## src/rtl/conv_pkg.sv

```systemverilog
// Shared types and constants for the streaming 3x3 convolution engine.
package conv_pkg;

  localparam int unsigned PIX_W    = 8;
  localparam int unsigned ACC_W    = 24;
  localparam int unsigned CONV_LAT = 4;
  localparam int unsigned PROD_W   = 2 * PIX_W;
  // Three 16-bit products need two extra bits for the row sum.
  localparam int unsigned ROW_W    = PROD_W + 2;

  typedef logic [PIX_W-1:0]  pix_t;
  typedef logic [PIX_W-1:0]  weight_t;
  typedef logic [PROD_W-1:0] prod_t;
  typedef logic [ROW_W-1:0]  row_sum_t;
  typedef logic [ACC_W-1:0]  acc_t;

  function automatic acc_t add3(row_sum_t a, row_sum_t b, row_sum_t c);
    return ACC_W'(a) + ACC_W'(b) + ACC_W'(c);
  endfunction

endpackage

```

## src/rtl/conv_3x3_systolic_if.sv

```systemverilog
// Column-in / result-out stream bundle of the 3x3 convolution engine.
interface conv_3x3_systolic_if;
  import conv_pkg::*;

  logic in_valid;
  pix_t px0;
  pix_t px1;
  pix_t px2;
  logic out_valid;
  acc_t out_pixel;

  modport master (
    output in_valid, px0, px1, px2,
    input  out_valid, out_pixel
  );

  modport slave (
    input  in_valid, px0, px1, px2,
    output out_valid, out_pixel
  );

endinterface

```

## src/rtl/conv_row_pe.sv

```systemverilog
// One kernel row: input register, 3-tap horizontal shift register, three
// registered products and a registered row partial sum.
module conv_row_pe
  import conv_pkg::*;
(
  input  logic     clk,
  input  logic     rst,
  input  logic     in_valid,
  input  logic     shift,
  input  pix_t     px,
  input  weight_t  k0,
  input  weight_t  k1,
  input  weight_t  k2,
  output row_sum_t row_sum
);

  pix_t            px_q;
  pix_t  [2:0]     tap_q;
  prod_t [2:0]     prod_q;
  row_sum_t        sum_q;

  // tap_q[0] is the oldest column and pairs with k0.
  always_ff @(posedge clk or negedge rst) begin
    if (!rst) begin
      px_q   <= '0;
      tap_q  <= '0;
      prod_q <= '0;
      sum_q  <= '0;
    end else begin
      if (in_valid) px_q <= px;
      if (shift) begin
        tap_q[0] <= tap_q[1];
        tap_q[1] <= tap_q[2];
        tap_q[2] <= px_q;
      end
      prod_q[0] <= PROD_W'(k0) * PROD_W'(tap_q[0]);
      prod_q[1] <= PROD_W'(k1) * PROD_W'(tap_q[1]);
      prod_q[2] <= PROD_W'(k2) * PROD_W'(tap_q[2]);
      sum_q     <= ROW_W'(prod_q[0]) + ROW_W'(prod_q[1]) + ROW_W'(prod_q[2]);
    end
  end

  assign row_sum = sum_q;

endmodule

```

## src/rtl/conv_3x3_systolic.sv

```systemverilog
// Streaming 3x3 convolution: column counter, window-valid pipeline, three row
// PEs and the final adder into the output register.
module conv_3x3_systolic
  import conv_pkg::*;
#(
  parameter int unsigned IMG_W = 7
) (
  input  logic               clk,
  input  logic               rst,
  conv_3x3_systolic_if.slave bus,
  input  weight_t            k00,
  input  weight_t            k01,
  input  weight_t            k02,
  input  weight_t            k10,
  input  weight_t            k11,
  input  weight_t            k12,
  input  weight_t            k20,
  input  weight_t            k21,
  input  weight_t            k22
);

  localparam int unsigned      COL_W   = $clog2(IMG_W);
  localparam logic [COL_W-1:0] ColLast = COL_W'(IMG_W - 1);

  logic [COL_W-1:0]    col_q, col_d;
  logic                win_in;
  logic                shift_q;
  logic [CONV_LAT-1:0] win_q;
  logic                out_valid_q;
  acc_t                out_pixel_q;
  row_sum_t            sum0, sum1, sum2;

  always_comb begin
    col_d = col_q;
    if (bus.in_valid) col_d = (col_q == ColLast) ? '0 : col_q + COL_W'(1);
  end

  // Only the third and later columns of a row complete a window.
  assign win_in = bus.in_valid && (col_q >= COL_W'(2));

  always_ff @(posedge clk or negedge rst) begin
    if (!rst) begin
      col_q       <= '0;
      shift_q     <= 1'b0;
      win_q       <= '0;
      out_valid_q <= 1'b0;
      out_pixel_q <= '0;
    end else begin
      col_q       <= col_d;
      shift_q     <= bus.in_valid;
      win_q       <= {win_q[CONV_LAT-2:0], win_in};
      out_valid_q <= win_q[CONV_LAT-1];
      if (win_q[CONV_LAT-1]) out_pixel_q <= add3(sum0, sum1, sum2);
    end
  end

  assign bus.out_valid = out_valid_q;
  assign bus.out_pixel = out_pixel_q;

  conv_row_pe u_row0 (
    .clk      (clk),
    .rst      (rst),
    .in_valid (bus.in_valid),
    .shift    (shift_q),
    .px       (bus.px0),
    .k0       (k00),
    .k1       (k01),
    .k2       (k02),
    .row_sum  (sum0)
  );

  conv_row_pe u_row1 (
    .clk      (clk),
    .rst      (rst),
    .in_valid (bus.in_valid),
    .shift    (shift_q),
    .px       (bus.px1),
    .k0       (k10),
    .k1       (k11),
    .k2       (k12),
    .row_sum  (sum1)
  );

  conv_row_pe u_row2 (
    .clk      (clk),
    .rst      (rst),
    .in_valid (bus.in_valid),
    .shift    (shift_q),
    .px       (bus.px2),
    .k0       (k20),
    .k1       (k21),
    .k2       (k22),
    .row_sum  (sum2)
  );

endmodule

```

## src/flat_wrapper.sv

```systemverilog
// flat-port wrapper written by rule: the top's interface ports become plain ports
module conv_3x3_systolic_flat import conv_pkg::*;
#(
  parameter int unsigned IMG_W = 7
)
  (clk, rst, k00, k01, k02, k10, k11, k12, k20, k21, k22, bus_in_valid, bus_px0, bus_px1, bus_px2, bus_out_valid, bus_out_pixel);
  conv_3x3_systolic_if bus_i ();
  input  logic clk;
  input  logic rst;
  input  weight_t k00;
  input  weight_t k01;
  input  weight_t k02;
  input  weight_t k10;
  input  weight_t k11;
  input  weight_t k12;
  input  weight_t k20;
  input  weight_t k21;
  input  weight_t k22;
  input wire logic [$bits(bus_i.in_valid)-1:0] bus_in_valid;
  input wire logic [$bits(bus_i.px0)-1:0] bus_px0;
  input wire logic [$bits(bus_i.px1)-1:0] bus_px1;
  input wire logic [$bits(bus_i.px2)-1:0] bus_px2;
  output wire logic [$bits(bus_i.out_valid)-1:0] bus_out_valid;
  output wire logic [$bits(bus_i.out_pixel)-1:0] bus_out_pixel;
  assign bus_i.in_valid = bus_in_valid;
  assign bus_i.px0 = bus_px0;
  assign bus_i.px1 = bus_px1;
  assign bus_i.px2 = bus_px2;
  assign bus_out_valid = bus_i.out_valid;
  assign bus_out_pixel = bus_i.out_pixel;
  conv_3x3_systolic #(.IMG_W(IMG_W)) u_core (.clk(clk), .rst(rst), .bus(bus_i), .k00(k00), .k01(k01), .k02(k02), .k10(k10), .k11(k11), .k12(k12), .k20(k20), .k21(k21), .k22(k22));
endmodule
```

## config.mk

```make
export PLATFORM = sky130hd
export DESIGN_NAME = conv_3x3_systolic_flat
export DESIGN_NICKNAME = d
export VERILOG_FILES = /design/src/rtl/conv_pkg.sv /design/src/rtl/conv_3x3_systolic_if.sv /design/src/rtl/conv_row_pe.sv /design/src/rtl/conv_3x3_systolic.sv /design/src/flat_wrapper.sv
export SDC_FILE = /design/constraint.sdc
export NUM_CORES = 2
export LEC_CHECK = 0
export BUFFER_PORTS_ARGS = -buffer_cell sky130_fd_sc_hd__buf_2
export CORE_MARGIN = 5
export CORE_UTILIZATION = 40
export CTS_BUF_LIST = sky130_fd_sc_hd__clkbuf_8
export DETAILED_ROUTE_END_ITERATION = 8
export HOLD_SLACK_MARGIN = 0.08
export PLACE_DENSITY_LB_ADDON = 0.12
export SLEW_MARGIN = 20
export SYNTH_ARGS = -nofsm -noshare
export SYNTH_HDL_FRONTEND = slang
export SYNTH_HIERARCHICAL = 1
export SYNTH_SLANG_ARGS = --single-unit
```

## constraint.sdc

```tcl
create_clock -name clk -period 4.8 [get_ports clk]
set_clock_uncertainty 0.05 [all_clocks]
set_input_delay 0 -clock clk [delete_from_list [all_inputs] [get_ports clk]]
set_output_delay 0 -clock clk [all_outputs]
set_load 0.01 [all_outputs]
```

After elaboration in Yosys (flattened, before gate mapping)
Index checks and enable logic that the tools add are counted.

cells by class
  magnitude comparators = 1
  reduce and logical (&&, ||, !) cells = 1
  multiply operators = 9
  add/subtract/negate cells = 9
  muxes and demuxes = 1
  eq/ne operators = 1

operators by type and width
  operator                                                               number
  8-bit by 8-bit multiplier with 16-bit output                           9
  17-bit by 16-bit adder with 18-bit output                              3
  16-bit by 16-bit adder with 17-bit output                              3
  24-bit by 18-bit adder with 24-bit output                              1
  18-bit by 18-bit adder with 19-bit output                              1
  3-bit by 1-bit adder with 3-bit output, second input constant          1
  3-bit == test, second input constant                                   1
  3-bit by 2-bit >= comparator with 1-bit output, second input constant  1
  3-bit 2-to-1 mux                                                       1
  1-bit logical AND                                                      1

storage, ports and cells
  bits in registers = 327
  input bits = 99
  word-level logic and storage cells = 51
  output and inout bits = 25

Depth between registers and ports, before layout
  depth after elaboration = 2
  mapped depth = 17
  gate-level depth less buffers = 16

Hierarchy
The synthesis kept the hierarchy.

by module, submodules not included
  module                        seq. area each (um2)  times used  cells an instance  area an instance (um2)
  conv_row_pe at u_core.u_row2  2452.4                1           1010               10279.9
  conv_row_pe at u_core.u_row0  2452.4                1           985                10173.5
  conv_row_pe at u_core.u_row1  2452.4                1           962                10044.6
  conv_3x3_systolic             725.7                 1           216                2336.0

Worst setup path after synthesis
No wires, ideal clock.

  kind = flip-flop to flip-flop
  start = register u_core/u_row0/tap_q[15] (netlist name)
  end = register u_core/u_row0/prod_q[31] (netlist name)
  arrival = 4024 ps
  setup time = 141 ps
  path buffers = 1
  cell stages (with the launch flop) = 16
  required time = 4609 ps
  setup slack = 585 ps
  clock period less this slack = 4215 ps
  cell sequence = dfrtp_1 > clkbuf_1 > and2_1 > fa_1 > fa_1 > fa_1 > inv_1 > fa_1 > inv_1 > ha_1 > a21o_1 > a21oi_1 > o21ai_1 > or4_1 > a21oi_1 > a311oi_1

between the ends
  word-level cells in the longest chain between the ends = 1

RTL lines
  item                                          line               source
  start, declared                               conv_row_pe.sv:18  pix_t [2:0] tap_q;
  8-bit by 8-bit multiplier with 16-bit output  conv_row_pe.sv:37  prod_q[1] <= PROD_W'(k1) * PROD_W'(tap_q[1]);
  end, declared                                 conv_row_pe.sv:19  prod_t [2:0] prod_q;

Every way passes these cells.
A chain may end at the register's enable or synchronous reset.

Worst setup path in the final report
  start = register u_core/u_row0/tap_q[21] (netlist name)
  end = register u_core/u_row0/prod_q[46] (netlist name)

between the ends
  word-level cells in the longest chain between the ends = 1

RTL lines
  item                                          line               source
  8-bit by 8-bit multiplier with 16-bit output  conv_row_pe.sv:38  prod_q[2] <= PROD_W'(k2) * PROD_W'(tap_q[2]);

Every way passes these cells.

==> run metrics <==
final setup violation count=0; Max clock buf depth=3; # fillers=roughly 7.9k; FF-to-FF setup slack=0.31 ns; buffers and inverters on the worst path=3; max_slew headroom=between 30% and 40%; initial antenna violation count=1; # Max-Cap Violations=0; CP required=roughly 5.3 ns; fin. max-slew vios=0; gr usage total=17.7%; Overflow after GRT=0; ys flop type=dfrtp_1; via/cell ratio=between 4 and 5; final hold vios=0; Netlist Area Pre-Place=between 30000 and 40000 um^2; drt pass-1 iters=5; Fmax=between 200 and 250 MHz; IO buf count=~120; Nets=approximately 4.3k; Clock Pin Slew Worst Setup and Hold Paths=around 0.06 ns; class of the worst hold path=in2reg; commonest non-fill, non-tap cells in the layout=517 x inv_1, 475 x and2_1, 394 x fa_1; most common cell after layout, fill and taps aside=inv_1; CP Launch Point=u_core/u_row0/tap_q[21]$_DFFE_PN0P_; post-DR wirelength/cell=between 15 and 20 um; FF-to-FF path depth=14; hold depth=5; startpoint types=register; final WL=approximately 75000 um; RSZ-0062 raised after global routing=false; number of synthesized flops with an enable pin=0; DRC=0; Critical Path End Type=register; largest net degree at the start of global routing=about 170; Synth async-reset ratio=100%; total CTS buffers=61; Crit Path Max Fanout=10; Initial Utilization=between 40% and 50%; gpl congestion=between 0.8 and 0.9; clock sinks=around 320; status=finished clean; crit path DAT=about 5.0 ns; reg-to-reg critical path endpoint=u_core/u_row0/prod_q[46]$_DFF_PN0_; CP Depth=14; share of layout cells above drive strength 1=under 10%; Cells after Synth=around 3.2k; CTS tree=yes; Seq/Total Area, Yosys=24.6%; die extent in x=297 um; CP dominant cell by count=fa_1; number of library cell types mapped by synthesis=75; Vias=about 23k; Syn-to-layout area delta=12.9%; min Tclk post-route=about 4.5 ns; Worst Setup EP=u_core/u_row0/prod_q[46]$_DFF_PN0_; Die Ht=about 300 um; first-pass GRT wire length=roughly 130000 um; Yosys Warn Count=6; Cell Chain, Critical Path=nand2_1 -> fa_1 -> fa_1 -> inv_1 -> fa_1 -> inv_1 -> fa_1 -> inv_1 -> ha_1 -> o21a_1 -> a2111oi_2 -> o31ai_1 -> a21oi_1 -> xnor2_1; root buffer selected by CTS=clkbuf_8; PostCTS Resize Cnt=0; master of the slowest instance on the critical path=dfrtp_1; critical path type=reg2reg; Final ANT Viol Nets=0; DRT iter0 DRCs=963; setup_tns=0 ns; Die ar.=between 80000 and 90000 um^2; vias in the first global route=approximately 25k; Avg Cell Area, Syn=about 10 um^2; Std-Cell Core Area=81700 um^2; DP HPWL=between 50000 and 60000 um; Slew @ Worst Pin=0.990 ns; Rows=around 110; IO Pins=124; clock latency at the later pin of the worst-skew pair=around 0.66 ns; Seq cells post-synth=between 300 and 400; CP delay by family, top=adder cells; fin crit share=approximately 94%; CP max stage delay=approximately 0.56 ns; htree depth=2; r2r startpoint=u_core/u_row0/tap_q[21]$_DFFE_PN0P_
sequential cells by signal, indices dropped and copies added (netlist names), 18 cells and up:
name and cells:
u_core/u_row1/row_sum 18, u_core/u_row0/tap_q 24, u_core/u_row2/row_sum 18, u_core/bus.out_pixel 20, u_core/u_row0/prod_q 48, u_core/u_row0/row_sum 18
u_core/u_row2/tap_q 24, u_core/u_row2/prod_q 48, u_core/u_row1/tap_q 24, u_core/u_row1/prod_q 48
synthesized netlist by cell type (42+ instances only):
master,count,area (um^2)
dfrtp_1,323,8080
xnor2_1,91,797
fa_1,394,7890
xor2_1,42,368
a21o_1,42,315
o21ai_0,62,310
nor2_1,87,327
ha_1,386,4830
a21oi_1,106,531
inv_1,502,1880
nand2_1,170,638
mux2_2,76,856
and2_1,475,2970
cell type report:
| type | instances | area (um^2) | share of cell area, % |
|---|---|---|---|
| antenna | 1 | 2.50 | 0.00675 |
| clock buffer | 73 | 1000 | 2.71 |
| clock inverter | 36 | 260 | 0.702 |
| inverter | 504 | 1890 | 5.10 |
| multi-input combinational | 2314 | 22700 | 61.3 |
| sequential | 323 | 8090 | 21.8 |
| tap | 1070 | 1340 | 3.61 |
| timing repair buffer | 232 | 1760 | 4.76 |
tightest hold or removal path, stage by stage:
cell	delay (ns)
buf_2	0.17
and2_1	0.16
fa_1	0.19
xnor2_1	0.11
xnor2_1	0.19
kinds of logic after synthesis:
logic type      after synthesis  share of synthesized area [%]
fa+ha+maj                   780                           38.7
compound gates              408                           8.25
other cells                   1                         0.0114
buf+inv                     539                           6.25
xor+xnor                    133                           3.55
flops                       323                           24.6
mux                         113                           3.87
simple gates                876                           14.7
worst min-delay path by stage:
stage	startpoint	to	slack, ns
3_3_place_gp	rst	u_core/u_row1/tap_q[5]$_DFFE_PN0P_	-0.08
3_5_place_dp	rst	u_core/u_row1/tap_q[6]$_DFFE_PN0P_	-0.08
2_1_floorplan	rst	u_core/bus.out_pixel[0]$_DFFE_PN0P_	-0.35
4_1_cts	k20[7]	u_core/u_row2/prod_q[15]$_DFF_PN0_	0.1
6_report	k20[7]	u_core/u_row2/prod_q[15]$_DFF_PN0_	0.18
5_1_grt	k21[0]	u_core/u_row2/prod_q[16]$_DFF_PN0_	0.15
per-layer routing:
metal / global-route usage, % / routed length, um / part of all wire, %
met5: 0 / 0 / 0
met4: 4.39 / 1810 / 2.4
met3: 2.19 / 2410 / 3.2
met2: 30.0 / 35700 / 48
met1: 24.5 / 34700 / 46
metrics by stage:
step / cell area [um^2] / utilization [%] / instances / hold slack [ns] / worst slack, ns
final: 37100 / 45.3 / 4553 / 0.178 / 0.305
after global routing: 37100 / 45.3 / 4553 / 0.150 / 0.0217
after CTS: 37100 / 45.3 / 4552 / 0.0955 / 0.274
after detailed placement: 34700 / 42.5 / 4336 / -0.0818 / 0.298
after global placement: 34700 / 42.5 / 4336 / -0.0847 / 0.378
after floorplan: 32800 / - / 3176 / -0.346 / 0.585
repair_timing:
action                    CTS  global route
hold buffers              107             0
setup buffers               0             0
hold endpoints to repair  392             0
Power is not shown: default switching activity piles up to over one toggle a cycle in this logic, so the estimate is an artifact.
